File: config.mk
export PLATFORM = sky130hd
export DESIGN_NAME = rom_sdram_writer
export DESIGN_NICKNAME = d
export VERILOG_FILES = /design/src/rtl/rom_sdram_writer.sv
export SDC_FILE = /design/constraint.sdc
export NUM_CORES = 1
export LEC_CHECK = 0
export BUFFER_PORTS_ARGS = -buffer_cell sky130_fd_sc_hd__buf_2
export CAP_MARGIN = 20
export CORE_MARGIN = 2
export CORE_UTILIZATION = 60
export CTS_BUF_LIST = sky130_fd_sc_hd__clkbuf_8
export DETAILED_ROUTE_END_ITERATION = 16
export PLACE_DENSITY = 0.81
export SKIP_LAST_GASP = 1
export SLEW_MARGIN = 15
export SYNTH_ARGS = -nofsm -noshare
export SYNTH_HDL_FRONTEND = slang
export SYNTH_SLANG_ARGS = --single-unit
File: constraint.sdc
create_clock -name clk_sys -period 3.6 [get_ports clk_sys]
set_input_delay 0.18 -clock clk_sys [delete_from_list [all_inputs] [get_ports clk_sys]]
set_output_delay 0.18 -clock clk_sys [all_outputs]
set_load 0.02 [all_outputs]
File: src/rtl/rom_sdram_writer.sv
// ROM-load write buffer: queues download words in a small FIFO and replays them
// to the SDRAM controller over req/ack, stalling hps_io via ioctl_wait when nearly full.
module rom_sdram_writer #(
  parameter int DEPTH    = 4,
  parameter int AW       = 26,
  parameter int WAIT_LVL = DEPTH - 1
) (
  input  logic          clk_sys,
  input  logic          reset_n,
  input  logic          load_en,
  input  logic          wr_en,
  input  logic [AW-1:0] wr_addr,
  input  logic [15:0]   wr_data,
  output logic          ioctl_wait,
  output logic          sdram_req,
  output logic [AW-1:0] sdram_addr,
  output logic [15:0]   sdram_din,
  input  logic          sdram_ack,
  output logic          busy,
  output logic          overflow
);

  localparam int PW = $clog2(DEPTH);
  localparam int CW = PW + 1;

  typedef enum logic {IDLE, REQ} state_t;

  state_t          state, state_next;
  logic [AW+15:0]  mem [DEPTH];
  logic [AW+15:0]  head;
  logic [PW-1:0]   wr_ptr, rd_ptr;
  logic [CW-1:0]   count, count_next;
  logic            push, pop, req_next;

  always_ff @(posedge clk_sys or negedge reset_n) begin
    if (!reset_n) state <= IDLE;
    else          state <= state_next;
  end

  // Count seen here excludes a push landing in the same cycle, so it is not yet poppable.
  always_comb begin
    state_next = state;
    case (state)
      IDLE:    if (count != '0) state_next = REQ;
      REQ:     if (sdram_ack && count == '0) state_next = IDLE;
      default: state_next = IDLE;
    endcase
  end

  always_comb begin
    pop = 1'b0;
    case (state)
      IDLE:    pop = (count != '0);
      REQ:     pop = sdram_ack && (count != '0);
      default: pop = 1'b0;
    endcase
    req_next = (state_next == REQ);
  end

  // A full FIFO still accepts a word when an entry leaves in the same cycle.
  assign push       = wr_en && ((count != CW'(DEPTH)) || pop);
  assign count_next = count + {{(CW-1){1'b0}}, push} - {{(CW-1){1'b0}}, pop};
  assign head       = mem[rd_ptr];

  always_ff @(posedge clk_sys) begin
    if (push) mem[wr_ptr] <= {wr_addr, wr_data};
  end

  always_ff @(posedge clk_sys or negedge reset_n) begin
    if (!reset_n) begin
      wr_ptr   <= '0;
      rd_ptr   <= '0;
      count    <= '0;
      overflow <= 1'b0;
    end else begin
      if (push) wr_ptr <= wr_ptr + PW'(1);
      if (pop)  rd_ptr <= rd_ptr + PW'(1);
      count <= count_next;
      if (wr_en && !push) overflow <= 1'b1;
    end
  end

  // Address and data only change on a pop, so they stay stable while a request is pending.
  always_ff @(posedge clk_sys or negedge reset_n) begin
    if (!reset_n) begin
      sdram_req  <= 1'b0;
      sdram_addr <= '0;
      sdram_din  <= '0;
      ioctl_wait <= 1'b0;
      busy       <= 1'b0;
    end else begin
      sdram_req  <= req_next;
      if (pop) begin
        sdram_addr <= head[AW+15:16];
        sdram_din  <= head[15:0];
      end
      ioctl_wait <= load_en && (count_next >= CW'(WAIT_LVL));
      busy       <= (count_next != '0) || req_next;
    end
  end

endmodule

==> flow_summary.json, run 1 <==
{
  "grt_first_pass_wirelength_microns": 22380,
  "synthCells": 355,
  "worstMarginPinSlew_ns": 0.8713,
  "gp_congestion": 0.7570,
  "start_util_pct": 61.78,
  "pwr_density_cell_mw_per_mm2": 815.0,
  "yosysTopAreaCellShare_pct": 61.17,
  "cts_tree": "built",
  "p_leak_nw": 3.814,
  "multiInputGateArea_sq_mm": 0.001753,
  "yosys-top-cells-area": "edfxtp_1 (61%), dfrtp_1 (16%), mux4_2 (10%)",
  "syn_to_final_growth_pct": 21.18,
  "grt_max_degree": 45,
  "busiest_layer": "met2",
  "final_cell_mix": "edfxtp_1 (168), buf_2 (92), dfrtp_1 (51)",
  "clk_pin_slew_worst_paths_ns": 0.06,
  "final_max_slew_viol_count": 0,
  "io_pins": 93,
  "worstSkewPairLatency_ns": 0.48,
  "die_w_microns": 121.2,
  "drc_errors": 0,
  "insertedDiodeCount": 0,
  "layout_min_cycle_time_ns": 3.119,
  "start_kind": "flop",
  "hold_violations": 0,
  "post_cts_buffers": 0,
  "core.rowCount": 42,
  "slew_headroom_pct": 41.91,
  "final_cells": 728,
  "peakVddDrop_v": 0.0004922,
  "gr-usage-met3_pct": 3.994,
  "drtIter0Drc": 326,
  "grt_use_met1_pct": 26.47,
  "finalNetCount": 581,
  "wire_per_inst_microns": 19.93,
  "syn_area_sq_mm": 0.008247,
  "drv_cap": 0,
  "first_pass_iters": 4,
  "endpoint_kind": "flop",
  "antenna_found_initial": 0,
  "synth_seq_cells": 221,
  "synth_largest_area_cell": "edfxtp_1",
  "holdBufCountCts": 45,
  "postRouteAntennaNets": 0,
  "hold_ws_ns": 0.1291,
  "fillerInstances": 760,
  "seq_area_sq_mm": 0.006376,
  "dp.final_hpwl_microns": 8604,
  "grt_pass1_vias": 4295,
  "hold_path_class": "input port to flop",
  "ctsResizeCount": 0,
  "die-area_sq_mm": 0.01470,
  "mostFrequentLayoutCell": "edfxtp_1",
  "yosysWarnings": 0,
  "cts_made_buffers": 36,
  "seq_area_frac_synth_pct": 77.26,
  "grt_util_all_layers_pct": 20.38,
  "fp.coreArea_sq_mm": 0.01335,
  "dp_cells": 619,
  "rsz0062_at_grt": "false",
  "fp.dieH_microns": 121.2,
  "tns_ns": 0,
  "finalClockSkew_ns": 0.01179,
  "fin_crit_sh_pct": 86.63,
  "drt-total-wl_microns": 14510,
  "fin_area_sq_mm": 0.009993,
  "critPathKind": "flop to flop",
  "cts-htree-levels": 2,
  "vias": 3957,
  "drive_gt1_share_pct": 41.67,
  "clock_sinks": 221,
  "postPlaceCellArea_sq_mm": 0.008915,
  "worst_slack_ns": 0.4814,
  "fmax_ghz": 0.3207,
  "crit_path_max_fanout": 7,
  "grt_overflow_total": 0,
  "setup_viol": 0,
  "critPathRequiredTime_ns": 3.95,
  "outcome": "complete, no violations",
  "yosysUniqueCellTypes": 27,
  "cp.arrival_ns": 3.47,
  "portBuffers": 92,
  "synth_area_per_cell_sq_um": 23.23,
  "clk_path_buf_depth": 3,
  "synthesis.nets": 409,
  "root_buffer": "clkbuf_8",
  "pre_cts_ws_ns": 0.4904,
  "use_met2_pct": 35.57,
  "via_per_inst": 5.435
}
[state kept, by name, indices dropped and copies added, names as in the netlist]
name and flops:
mem 168, sdram_addr 26, sdram_din 16, count 3, rd_ptr 2, wr_ptr 2
busy 1, ioctl_wait 1, overflow 1, sdram_req 1
[per-stage QoR]
stage | power [mW] | utilization [%]
3_5_place_dp | 6.366 | 66.79
2_1_floorplan | 5.641 | -
5_1_grt | 8.562 | 74.87
4_1_cts | 8.245 | 74.72
3_3_place_gp | 6.253 | 66.79
6_report | 8.144 | 74.87
[cells by family after synthesis]
group | synth area share [%]
flip-flops | 77.26
multiplexers | 18.21
buffers and inverters | 1.608
AND/OR/NAND/NOR | 0.9559
adder cells (fa/ha/maj) | 1.153
XOR/XNOR | 0.5311
AO/OA/AOI/OAI | 0.2884
[routing by layer]
layer  routed length, microns  vias up
li1                         -     1777
met1                     6015     2045
met2                     7496      115
met3                      769       20
met4                      228        0
met5                        0        -
[area by class of cell]
cell class	instances	share of cell area (%)
clock inverter	26	0.9891
clock buffer	37	5.096
inverter	8	0.3005
multi-input combinational	112	17.54
tap	176	2.204
sequential	221	63.80
timing repair buffer	148	10.07
[worst max-delay path, stage by stage (launching register included)]
cell and delay [ns]:
dfrtp_1 0.38, nor2b_1 0.20, a31oi_1 0.51, inv_1 0.10
ha_1 0.31, inv_1 0.05, ha_1 0.14, inv_1 0.05
fa_1 0.39, xor2_1 0.18, xnor2_1 0.24, or4b_1 0.45
[worst paths after layout]
path,end,slack [ns],depth (start not counted),start
max in group asynchronous,rd_ptr[0]$_DFFE_PN0N_,2.43,3,reset_n
min in group asynchronous,sdram_din[0]$_DFFE_PN0N_,0.35,2,reset_n
worst max register to register,busy$_DFF_PN0_,0.48,11,sdram_req$_DFF_PN0_
worst min-delay path,sdram_req$_DFF_PN0_,0.13,3,sdram_ack
worst min register to register,overflow$_DFFE_PN0P_,0.49,1,overflow$_DFFE_PN0P_
worst max-delay path,busy$_DFF_PN0_,0.48,11,sdram_req$_DFF_PN0_
[cells in the mapped netlist]
cell	n
inv_1	8
mux2_2	28
a21boi_0	1
mux4_2	38
fa_1	1
mux2_4	15
or4b_1	1
nor3b_1	1
nor2_2	1
xor2_1	3
mux4_1	4
nand2b_1	1
nor3_2	1
edfxtp_1	168
xnor2_1	2
clkbuf_1	3
nor2_1	1
ha_1	6
buf_6	5
a31oi_1	1
nand2_1	1
a41o_1	1
dfrtp_1	53
buf_2	4
and2_1	4
buf_4	2
nor2b_1	1
[power breakdown]
group          switching (mW)  internal [mW]
registers               0.425           3.48
logic                    1.17           1.24
clock network           0.876          0.946
Note: power is estimated with default switching activity, not from simulation.
==> run 2, diff against run 1 <==
- CELL_PAD_IN_SITES_DETAIL_PLACEMENT: not set -> 0
- CELL_PAD_IN_SITES_GLOBAL_PLACEMENT: not set -> 1
- CORE_UTILIZATION: 60 -> 53
- PLACE_DENSITY: 0.81 -> not set
- PLACE_DENSITY_LB_ADDON: not set -> 0.1
==> run 2 against run 1 <==
Effect of this change: count of clock-buffer cells in the layout up 4; register-to-register slack better by 0.11 ns; first-iteration DRC count down 52%; sequential power about the same; setup slack better by 0.11 ns; via count down 1.5%; design area up 1.2%; critical endpoint unchanged; cell count up 1.6%; sequential share of layout area down 0.73 points; hold slack worse by 0.034 ns; sequential cell count unchanged; utilization down 8.4 points; largest power group unchanged.
==> flow_summary.json, run 2 (synthesis results as in run 1) <==
{
  "dp.final_hpwl_microns": 8150,
  "grt_pass1_vias": 4226,
  "top_regs": "mem x168, sdram_addr x26, sdram_din x16",
  "portBuffers": 92,
  "postRouteAntennaNets": 0,
  "layout_min_cycle_time_ns": 3.010,
  "grt_first_pass_wirelength_microns": 22450,
  "pwr_density_cell_mw_per_mm2": 824.6,
  "worstMarginPinSlew_ns": 0.9000,
  "mostFrequentLayoutCell": "edfxtp_1",
  "start_kind": "flop",
  "core.rowCount": 45,
  "crit_path_max_fanout": 7,
  "outcome": "complete, no violations",
  "cts_tree": "built",
  "drc_errors": 0,
  "syn_to_final_growth_pct": 22.58,
  "cts_made_buffers": 36,
  "cp.arrival_ns": 3.38,
  "clk_pin_slew_worst_paths_ns": 0.06,
  "drtIter0Drc": 156,
  "final_max_slew_viol_count": 0,
  "fp.dieH_microns": 128.7,
  "peakVddDrop_v": 0.0004551,
  "slew_headroom_pct": 40.00,
  "setup_viol": 0,
  "via_per_inst": 5.265,
  "fp.coreArea_sq_mm": 0.01520,
  "clk_path_buf_depth": 3,
  "grt_max_degree": 45,
  "die_w_microns": 128.7,
  "hold_violations": 0,
  "vias": 3896,
  "gp_congestion": 0.7222,
  "seq_area_sq_mm": 0.006376,
  "final_cell_mix": "edfxtp_1 (168), buf_2 (92), dfrtp_1 (51)",
  "rrSetupSlack_ns": 0.59,
  "grt_overflow_total": 0,
  "drt-total-wl_microns": 14230,
  "largest_reg_flops": 168,
  "multiInputGateArea_sq_mm": 0.001753,
  "rsz0062_at_grt": "false",
  "pre_cts_ws_ns": 0.5689,
  "finalClockSkew_ns": 0.02676,
  "hold_ws_ns": 0.09469,
  "antenna_found_initial": 0,
  "post_cts_buffers": 0,
  "drv_cap": 0,
  "critPathRequiredTime_ns": 3.97,
  "fin_crit_sh_pct": 83.62,
  "critPathKind": "flop to flop",
  "first_pass_iters": 4,
  "insertedDiodeCount": 0,
  "p_leak_nw": 3.844,
  "tns_ns": 0,
  "cts-htree-levels": 2,
  "root_buffer": "clkbuf_8",
  "worstSkewPairLatency_ns": 0.52,
  "die-area_sq_mm": 0.01657,
  "grt_util_all_layers_pct": 18.38,
  "drive_gt1_share_pct": 42.57,
  "start_util_pct": 54.25,
  "io_pins": 93,
  "fillerInstances": 1039,
  "top_register": "mem",
  "finalNetCount": 578,
  "hold_path_class": "input port to flop",
  "fin_util_pct": 66.49,
  "wire_per_inst_microns": 19.23,
  "clock_sinks": 221,
  "fmax_ghz": 0.3322,
  "endpoint_kind": "flop",
  "worst_slack_ns": 0.5898
}
[run 2: final cells by class]
| class | instances | share of cell area, % |
|---|---|---|
| flip-flops and latches | 221 | 63.08 |
| repair buffers | 145 | 10.10 |
| clock inverters | 25 | 1.275 |
| well taps | 188 | 2.327 |
| inverters | 8 | 0.2971 |
| clock buffers | 41 | 5.582 |
| multi-input cells | 112 | 17.34 |
[run 2: final timing paths]
kind	startpoint	to	cells past startpoint
max reg2reg	sdram_req$_DFF_PN0_	busy$_DFF_PN0_	11
min reg2reg	sdram_addr[17]$_DFFE_PN0N_	sdram_addr[17]$_DFFE_PN0N_	1
max in group asynchronous	reset_n	sdram_addr[4]$_DFFE_PN0N_	3
min in group asynchronous	reset_n	sdram_addr[16]$_DFFE_PN0N_	2
min	sdram_ack	sdram_req$_DFF_PN0_	3
max	sdram_req$_DFF_PN0_	busy$_DFF_PN0_	11
[run 2: what timing repair did]
action	CTS	global route
setup endpoints to repair	0	0
endpoints found under the hold margin	204	0
gates resized for setup	0	0
hold buffers	45	0
[run 2: critical path, cell delays in order, from the launching register on]
cell and delay (ns):
dfrtp_1 0.36, nor2b_1 0.19, a31oi_1 0.50, inv_1 0.10, ha_1 0.30, inv_1 0.06, ha_1 0.13, inv_1 0.05
fa_1 0.37, xor2_1 0.16, xnor2_1 0.21, or4b_1 0.45
[run 2: power breakdown]
part / internal [mW] / switching (mW)
Combinational: 1.25 / 1.15
Clock: 1.12 / 0.910
Sequential: 3.48 / 0.426
Total: 5.84 / 2.49
[run 2: layer usage]
metal  vias up  global-route usage [%]  wire (microns)
li1       1774                       -               -
met1      1995                   24.01            6144
met2       103                   30.69            7135
met3        24                   4.782             714
met4         0                   5.882             238
met5         -                       0               0
[run 2: stage by stage]
stage	total power, mW	cells	area (sq um)
CTS	8.480	740	10110
detailed placement	6.396	629	8965
floorplan	5.641	355	8247
global placement	6.316	628	8945
finish	8.336	740	10110
global route	8.816	740	10110
